[src/rtl/regfile_check_pkg.sv]
// Shared definitions for the register-file self-check sequencer:
// FSM state encoding, default widths and the check-table entry type.
package regfile_check_pkg;

    localparam int DEF_DATA_W     = 32;
    localparam int DEF_REG_ADDR_W = 5;
    localparam int DEF_MAX_CHECKS = 16;
    localparam int DEF_IDX_W      = 4;
    localparam int DEF_CYC_W      = 16;

    typedef enum logic [2:0] {
        ST_IDLE    = 3'd0,
        ST_RUN     = 3'd1,
        ST_SETTLE  = 3'd2,
        ST_ISSUE   = 3'd3,
        ST_COMPARE = 3'd4,
        ST_DONE    = 3'd5
    } state_t;

    // One table entry: which register to read and the value it should hold.
    typedef struct packed {
        logic [DEF_REG_ADDR_W-1:0] reg_addr;
        logic [DEF_DATA_W-1:0]     value;
    } check_entry_t;

endpackage

[src/rtl/regfile_check_sequencer_if.sv]
// Regfile read-port A as seen by the check sequencer. The sequencer is the
// master (drives test mux select and address), the skeleton regfile is the
// slave (returns read data combinationally).
interface regfile_check_sequencer_if #(
    parameter int DATA_W     = 32,
    parameter int REG_ADDR_W = 5
);
    logic                  test;
    logic [REG_ADDR_W-1:0] ctrl_readRegA;
    logic [DATA_W-1:0]     data_readRegA;

    modport master (
        output test,
        output ctrl_readRegA,
        input  data_readRegA
    );

    modport slave (
        input  test,
        input  ctrl_readRegA,
        output data_readRegA
    );
endinterface

[src/rtl/regfile_check_table.sv]
// Check table: MAX_CHECKS entries of (register, expected value) held in
// flops, one synchronous write port and one combinational read port.
module regfile_check_table #(
    parameter int DATA_W     = 32,
    parameter int REG_ADDR_W = 5,
    parameter int MAX_CHECKS = 16,
    parameter int IDX_W      = 4
) (
    input  logic                  clock,
    input  logic                  reset,
    input  logic                  wr_en,
    input  logic [IDX_W-1:0]      wr_idx,
    input  logic [REG_ADDR_W-1:0] wr_reg,
    input  logic [DATA_W-1:0]     wr_value,
    input  logic [IDX_W-1:0]      rd_idx,
    output logic [REG_ADDR_W-1:0] rd_reg,
    output logic [DATA_W-1:0]     rd_value
);

    logic [REG_ADDR_W-1:0] reg_mem [MAX_CHECKS];
    logic [DATA_W-1:0]     val_mem [MAX_CHECKS];

    // Entry storage: cleared on reset, written one entry per cycle when enabled.
    always_ff @(posedge clock or posedge reset) begin
        if (reset) begin
            for (int i = 0; i < MAX_CHECKS; i++) begin
                reg_mem[i] <= '0;
                val_mem[i] <= '0;
            end
        end else if (wr_en) begin
            reg_mem[wr_idx] <= wr_reg;
            val_mem[wr_idx] <= wr_value;
        end
    end

    assign rd_reg   = reg_mem[rd_idx];
    assign rd_value = val_mem[rd_idx];

endmodule

[src/rtl/regfile_check_sequencer.sv]
// Register-file self-check engine. After start it lets the skeleton run for
// a programmed number of cycles, then takes over regfile read port A and
// walks the check table, tallying matches and mismatches.
// Optional feature macro: REGFILE_CHECK_FAIL_CAPTURE_EN (records index and
// read data of the first mismatch of a run; ports tie to 0 otherwise).
module regfile_check_sequencer
    import regfile_check_pkg::*;
#(
    parameter int DATA_W     = DEF_DATA_W,
    parameter int REG_ADDR_W = DEF_REG_ADDR_W,
    parameter int MAX_CHECKS = DEF_MAX_CHECKS,
    parameter int IDX_W      = DEF_IDX_W,
    parameter int CYC_W      = DEF_CYC_W
) (
    input  logic                  clock,
    input  logic                  reset,
    input  logic                  start,
    input  logic [CYC_W-1:0]      run_cycles,
    input  logic [IDX_W:0]        num_checks,
    input  logic                  load_en,
    input  logic [IDX_W-1:0]      load_idx,
    input  logic [REG_ADDR_W-1:0] load_reg,
    input  logic [DATA_W-1:0]     load_value,
    regfile_check_sequencer_if.master rf,
    output logic                  busy,
    output logic                  done,
    output logic [IDX_W:0]        pass_count,
    output logic [IDX_W:0]        fail_count,
    output logic                  all_pass,
    output logic [IDX_W-1:0]      first_fail_idx,
    output logic [DATA_W-1:0]     first_fail_actual
);

    localparam logic [IDX_W:0] MAX_CHECKS_V = (IDX_W+1)'(MAX_CHECKS);

    state_t                state;
    state_t                state_next;
    logic [CYC_W-1:0]      cyc_cnt;
    logic [CYC_W-1:0]      run_len;
    logic [IDX_W:0]        check_len;
    logic [IDX_W:0]        num_checks_clamped;
    logic [IDX_W-1:0]      idx;
    logic [REG_ADDR_W-1:0] entry_reg;
    logic [DATA_W-1:0]     entry_value;
    logic                  idle_or_done;
    logic                  start_ok;
    logic                  run_last;
    logic                  cmp_last;
    logic                  match;
    logic                  test_c;
    logic [REG_ADDR_W-1:0] addr_c;

    assign num_checks_clamped = (num_checks > MAX_CHECKS_V) ? MAX_CHECKS_V : num_checks;
    assign idle_or_done       = (state == ST_IDLE) || (state == ST_DONE);
    assign start_ok           = start && idle_or_done;
    assign run_last           = (run_len == '0) || (cyc_cnt == run_len - 1'b1);
    assign cmp_last           = ({1'b0, idx} == check_len - 1'b1);
    assign match              = (rf.data_readRegA == entry_value);

    regfile_check_table #(
        .DATA_W     (DATA_W),
        .REG_ADDR_W (REG_ADDR_W),
        .MAX_CHECKS (MAX_CHECKS),
        .IDX_W      (IDX_W)
    ) u_table (
        .clock    (clock),
        .reset    (reset),
        .wr_en    (load_en && idle_or_done),
        .wr_idx   (load_idx),
        .wr_reg   (load_reg),
        .wr_value (load_value),
        .rd_idx   (idx),
        .rd_reg   (entry_reg),
        .rd_value (entry_value)
    );

    // State register.
    always_ff @(posedge clock or posedge reset) begin
        if (reset) begin
            state <= ST_IDLE;
        end else begin
            state <= state_next;
        end
    end

    // Next-state and state-decoded outputs; the address is held through COMPARE so read data is stable.
    always_comb begin
        state_next = state;
        test_c     = 1'b0;
        addr_c     = '0;
        busy       = 1'b0;
        done       = 1'b0;
        case (state)
            ST_IDLE: begin
                if (start_ok) state_next = ST_RUN;
            end
            ST_RUN: begin
                busy = 1'b1;
                if (run_last) state_next = ST_SETTLE;
            end
            ST_SETTLE: begin
                busy       = 1'b1;
                test_c     = 1'b1;
                state_next = (check_len == '0) ? ST_DONE : ST_ISSUE;
            end
            ST_ISSUE: begin
                busy       = 1'b1;
                test_c     = 1'b1;
                addr_c     = entry_reg;
                state_next = ST_COMPARE;
            end
            ST_COMPARE: begin
                busy       = 1'b1;
                test_c     = 1'b1;
                addr_c     = entry_reg;
                state_next = cmp_last ? ST_DONE : ST_ISSUE;
            end
            ST_DONE: begin
                test_c = 1'b1;
                done   = 1'b1;
                if (start_ok) state_next = ST_RUN;
            end
            default: begin
                state_next = ST_IDLE;
            end
        endcase
    end

    assign rf.test          = test_c;
    assign rf.ctrl_readRegA = addr_c;
    assign all_pass         = done && (fail_count == '0);

    // Run counter, latched run parameters, table index and pass/fail tallies.
    always_ff @(posedge clock or posedge reset) begin
        if (reset) begin
            cyc_cnt    <= '0;
            run_len    <= '0;
            check_len  <= '0;
            idx        <= '0;
            pass_count <= '0;
            fail_count <= '0;
        end else if (start_ok) begin
            cyc_cnt    <= '0;
            run_len    <= run_cycles;
            check_len  <= num_checks_clamped;
            idx        <= '0;
            pass_count <= '0;
            fail_count <= '0;
        end else begin
            case (state)
                ST_RUN: begin
                    cyc_cnt <= cyc_cnt + 1'b1;
                end
                ST_SETTLE: begin
                    idx <= '0;
                end
                ST_COMPARE: begin
                    if (match) pass_count <= pass_count + 1'b1;
                    else       fail_count <= fail_count + 1'b1;
                    if (!cmp_last) idx <= idx + 1'b1;
                end
                default: begin
                end
            endcase
        end
    end

`ifdef REGFILE_CHECK_FAIL_CAPTURE_EN
    // First-mismatch capture: the tally is still zero exactly on the first failing compare.
    always_ff @(posedge clock or posedge reset) begin
        if (reset) begin
            first_fail_idx    <= '0;
            first_fail_actual <= '0;
        end else if (start_ok) begin
            first_fail_idx    <= '0;
            first_fail_actual <= '0;
        end else if ((state == ST_COMPARE) && !match && (fail_count == '0)) begin
            first_fail_idx    <= idx;
            first_fail_actual <= rf.data_readRegA;
        end
    end
`else
    assign first_fail_idx    = '0;
    assign first_fail_actual = '0;
`endif

endmodule

[src/flat_wrapper.sv]
// flat-port wrapper written by rule: the top's interface ports become plain ports
module regfile_check_sequencer_flat import regfile_check_pkg::*;
#(
    parameter int DATA_W     = DEF_DATA_W,
    parameter int REG_ADDR_W = DEF_REG_ADDR_W,
    parameter int MAX_CHECKS = DEF_MAX_CHECKS,
    parameter int IDX_W      = DEF_IDX_W,
    parameter int CYC_W      = DEF_CYC_W
)
  (clock, reset, start, run_cycles, num_checks, load_en, load_idx, load_reg, load_value, busy, done, pass_count, fail_count, all_pass, first_fail_idx, first_fail_actual, rf_test, rf_ctrl_readRegA, rf_data_readRegA);
  regfile_check_sequencer_if #(.DATA_W(DATA_W), .REG_ADDR_W(REG_ADDR_W)) rf_i ();
  input  logic clock;
  input  logic reset;
  input  logic start;
  input  logic [CYC_W-1:0] run_cycles;
  input  logic [IDX_W:0] num_checks;
  input  logic load_en;
  input  logic [IDX_W-1:0] load_idx;
  input  logic [REG_ADDR_W-1:0] load_reg;
  input  logic [DATA_W-1:0] load_value;
  output logic busy;
  output logic done;
  output logic [IDX_W:0] pass_count;
  output logic [IDX_W:0] fail_count;
  output logic all_pass;
  output logic [IDX_W-1:0] first_fail_idx;
  output logic [DATA_W-1:0] first_fail_actual;
  output wire logic [$bits(rf_i.test)-1:0] rf_test;
  output wire logic [$bits(rf_i.ctrl_readRegA)-1:0] rf_ctrl_readRegA;
  input wire logic [$bits(rf_i.data_readRegA)-1:0] rf_data_readRegA;
  assign rf_test = rf_i.test;
  assign rf_ctrl_readRegA = rf_i.ctrl_readRegA;
  assign rf_i.data_readRegA = rf_data_readRegA;
  regfile_check_sequencer #(.DATA_W(DATA_W), .REG_ADDR_W(REG_ADDR_W), .MAX_CHECKS(MAX_CHECKS), .IDX_W(IDX_W), .CYC_W(CYC_W)) u_core (.clock(clock), .reset(reset), .start(start), .run_cycles(run_cycles), .num_checks(num_checks), .load_en(load_en), .load_idx(load_idx), .load_reg(load_reg), .load_value(load_value), .rf(rf_i), .busy(busy), .done(done), .pass_count(pass_count), .fail_count(fail_count), .all_pass(all_pass), .first_fail_idx(first_fail_idx), .first_fail_actual(first_fail_actual));
endmodule
[config.mk]
export PLATFORM = sky130hd
export DESIGN_NAME = regfile_check_sequencer_flat
export DESIGN_NICKNAME = d
export VERILOG_FILES = /design/src/rtl/regfile_check_pkg.sv /design/src/rtl/regfile_check_sequencer_if.sv /design/src/rtl/regfile_check_table.sv /design/src/rtl/regfile_check_sequencer.sv /design/src/flat_wrapper.sv
export SDC_FILE = /design/constraint.sdc
export NUM_CORES = 1
export LEC_CHECK = 0
export ABC_AREA = 1
export BUFFER_PORTS_ARGS = -buffer_cell sky130_fd_sc_hd__buf_2
export CAP_MARGIN = 20
export CORE_MARGIN = 4
export CORE_UTILIZATION = 55
export CTS_BUF_LIST = sky130_fd_sc_hd__clkbuf_16
export DETAILED_ROUTE_END_ITERATION = 7
export PLACE_DENSITY = 0.8
export SYNTH_ARGS = -nofsm -noshare
export SYNTH_HDL_FRONTEND = slang
export SYNTH_SLANG_ARGS = --single-unit
[constraint.sdc]
create_clock -name clock -period 23.6 [get_ports clock]
set_input_delay 4.72 -clock clock [delete_from_list [all_inputs] [get_ports clock]]
set_output_delay 4.72 -clock clock [all_outputs]
set_load 0.01 [all_outputs]
==> flow_summary.ini <==
[status]
status = finished clean

[pwr]
switching_share_of_total_power = 0.372
power.leakage_nw = 16.9
internal_power_mw = 2.51
power_switching_mw = 1.49
power_density_mw_per_mm2 = 118
ir_worst_vdd_v = 0.0000653
sequentialPowerShare = 0.422
power.combinational.fraction = 0.319
clock_power_share = 0.259

[cells_and_area]
finalInstanceArea_mm2 = 0.0340
layout.core_utilization = 0.601
layout.filler_cells = 4925
area_delta_synth_final_pct = 7.91
layout-drive-gt1-share = 0.0664
instances_no_fill = 4821
num-nets-final = 4123
antenna_cells_inserted = 0

[synth]
synthDominantAreaCellType = sky130_fd_sc_hd__dfrtp_1
synthDistinctLibCells = 40
ys_ff_latch = 646
netlist_top_cells_area = sky130_fd_sc_hd__dfrtp_1, sky130_fd_sc_hd__nand2_1, sky130_fd_sc_hd__o21ai_0
synth.yosys.seq_area_share = 0.514
synthesis.area_mm2 = 0.0315
synth_top_cell_area_share = 0.514
synthesis.area_per_instance_um2 = 7.67
synth-warning-count = 0
synthesis.instances = 4103

[worst_setup_path]
crit_arrival_ns = 3.35
end_kind = output pin
kind_of_critical_path = register to output pin
critPathMaxFanout = 53
critical_path.startpoint_type = register
crit_path_start = u_core.idx[1]$_DFFE_PP0P_
worst_ep_required_time_ns = 18.88
r2r-start = u_core.idx[0]$_DFFE_PP0P_

[timing]
achievable-frequency_mhz = 124
max_slew_margin = 0.247
report.final.slew_viol_count = 0
min_period_ns = 8.07
rsz0062_at_grt = false
worstMarginPinSlew_ns = 1.12
final_ws_setup_ns = 15.53
timing.clock.skew_ns = 0.0160
fin_crit_sh = 0.342
finalHoldViolCount = 0
setup_total_negative_slack_ns = 0
final-setup-viol-count = 0

[worst_hold_path]
hold_class = register to register
hold_path_startpoint = u_core.u_table.val_mem[372]$_DFFE_PP0P_

[floorplan]
dieArea_mm2 = 0.0611
io_pins = 153
floorplan.initialDensity = 0.557
rows = 87
placeableCoreArea_mm2 = 0.0565
fp.dieH_um = 247
dieWidth_um = 247

[global_routing]
wire_length_of_the_first_global_routing_pass_um = 135000
antenna_violations_before_repair = 0
overall_global_routing_resource_usage = 0.271
grt_start_max_net_pins = 156
vias_in_the_first_global_route = 25600
grt_overflow_total = 0

[clock_network]
clock-sinks = 646
clkLatencyLatePin_ns = 0.60
ctsLongestPathBuffers = 3
htree_num_levels = 3
root_buffer = sky130_fd_sc_hd__clkbuf_16
cts-resized-gates = 0
path_clk_slew_ns = 0.06
ctsHoldBuffers = 0
post_cts.repair.setup_buffers = 0
cts_inserted_buffers = 69
tritoncts = done

[placement]
dpl_worst_slack_ns = 15.54
gpl.final_weighted_congestion = 0.788
placed_inst_area_mm2 = 0.0318
post-dp-hpwl_um = 43800
place.detailed.instances = 4702
port_buffers = 116

[detailed_routing]
antenna_left = 0
detailed_route_wl_um = 82700
routed_length_per_placed_instance_um = 17.2
first_iter_violations = 3080
detailedRoute.firstPassIterationCount = 5
via_total_after_detailed_routing = 27100
drc = 0
via_per_inst = 5.63

[job]
maxCapViolations = 0
cell families after synthesis:
kind of cell / share of synthesized area
and+or+nand+nor: 0.256
AOI/OAI and AO/OA: 0.134
DFF: 0.514
buffers and inverters: 0.0848
xor gates and xnor gates: 0.00779
adders and majority gates: 0.00318
other: 0.000119
sequential cells by signal, summed over array words and instances (netlist names):
| name | flops |
|---|---|
| u_core.check_len | 5 |
| u_core.cyc_cnt | 16 |
| u_core.fail_count | 5 |
| u_core.idx | 4 |
| u_core.pass_count | 5 |
| u_core.run_len | 16 |
| u_core.state | 3 |
| u_core.u_table.reg_mem | 80 |
| u_core.u_table.val_mem | 512 |
Yosys cell counts (all sizes together):
cell type	instances
inv	271
o21a	1
a21oi	35
xor2	16
nand3b	13
o211ai	18
o221ai	17
o2111ai	1
o21ai	736
nor3	12
ha	8
a22oi	1
nor4	2
nand2	1405
o22ai	4
buf	154
nand4	13
nor3b	3
o31ai	1
xnor2	12
dfrtp	646
a31oi	2
clkbuf	180
conb	1
nand3	319
or2	4
a22o	1
o41ai	1
nor2	226
metrics by stage:
step                      power, mW  hold slack, ns
after detailed placement       2.95           0.468
after global placement         2.90           0.460
after global routing           4.30           0.498
after CTS                      4.00           0.482
after floorplan                2.69           0.448
final                          4.00           0.480
worst paths after layout:
kind / endpoint / slack (ns) / cells after the start
worst min register to register: u_core.u_table.val_mem[372]$_DFFE_PP0P_ / 0.48 / 2
max in group asynchronous: u_core.u_table.reg_mem[58]$_DFFE_PP0P_ / 16.31 / 5
worst min-delay path: u_core.u_table.val_mem[372]$_DFFE_PP0P_ / 0.48 / 2
min in group asynchronous: u_core.u_table.val_mem[496]$_DFFE_PP0P_ / 4.26 / 2
worst max-delay path: rf_ctrl_readRegA[2] / 15.53 / 7
worst max register to register: u_core.fail_count[2]$_DFFE_PP0P_ / 18.72 / 19
power groups by stage:
stage | clock network (mW) | logic [mW] | registers (mW)
global route | 1.10 | 1.47 | 1.73
detailed placement | 0 | 1.26 | 1.69
floorplan | 0 | 1.06 | 1.63
finish | 1.04 | 1.28 | 1.69
CTS | 1.05 | 1.27 | 1.68
global placement | 0 | 1.21 | 1.68
area by class of cell:
type | count | area, µm² | share of cell area
multi-input combinational | 2887 | 12900 | 0.379
clock buffer | 72 | 1800 | 0.0530
clock inverter | 47 | 327 | 0.00961
sequential | 646 | 16200 | 0.476
tap | 756 | 946 | 0.0278
inverter | 271 | 1040 | 0.0306
timing repair buffer | 142 | 788 | 0.0232
cells in the final DEF (no fill, tap or decap), drive strengths merged, types with 3 or more instances in the layout:
master and count:
xor2 16, clkbuf 72, buf 142, a21oi 35, nand3b 13, or2 4
o221ai 17, bufinv 4, o211ai 18, nor3b 3, o22ai 4, nand4 13
nor2 226, nand2 1405, o21ai 736, ha 8, dfrtp 646, nand3 319
clkinv 32, xnor2 12, conb 36, nor3 12, inv 282
per-layer routing:
metal / vias up / wire, µm / GRT usage
met3: 196 / 6310 / 0.0395
met2: 1076 / 38800 / 0.441
met5: - / 0 / 0
met4: 0 / 2580 / 0.104
li1: 12900 / - / -
met1: 12900 / 35000 / 0.372
critical path: stages (launching register included):
cell and delay (ns):
sky130_fd_sc_hd__dfrtp_4 0.44, sky130_fd_sc_hd__buf_4 0.58, sky130_fd_sc_hd__buf_4 0.68, sky130_fd_sc_hd__o21ai_0 0.24, sky130_fd_sc_hd__o221ai_1 0.22, sky130_fd_sc_hd__nand3_1 0.13
sky130_fd_sc_hd__a21oi_1 0.25, sky130_fd_sc_hd__buf_2 0.17
Power figures use the tool's default switching activity.
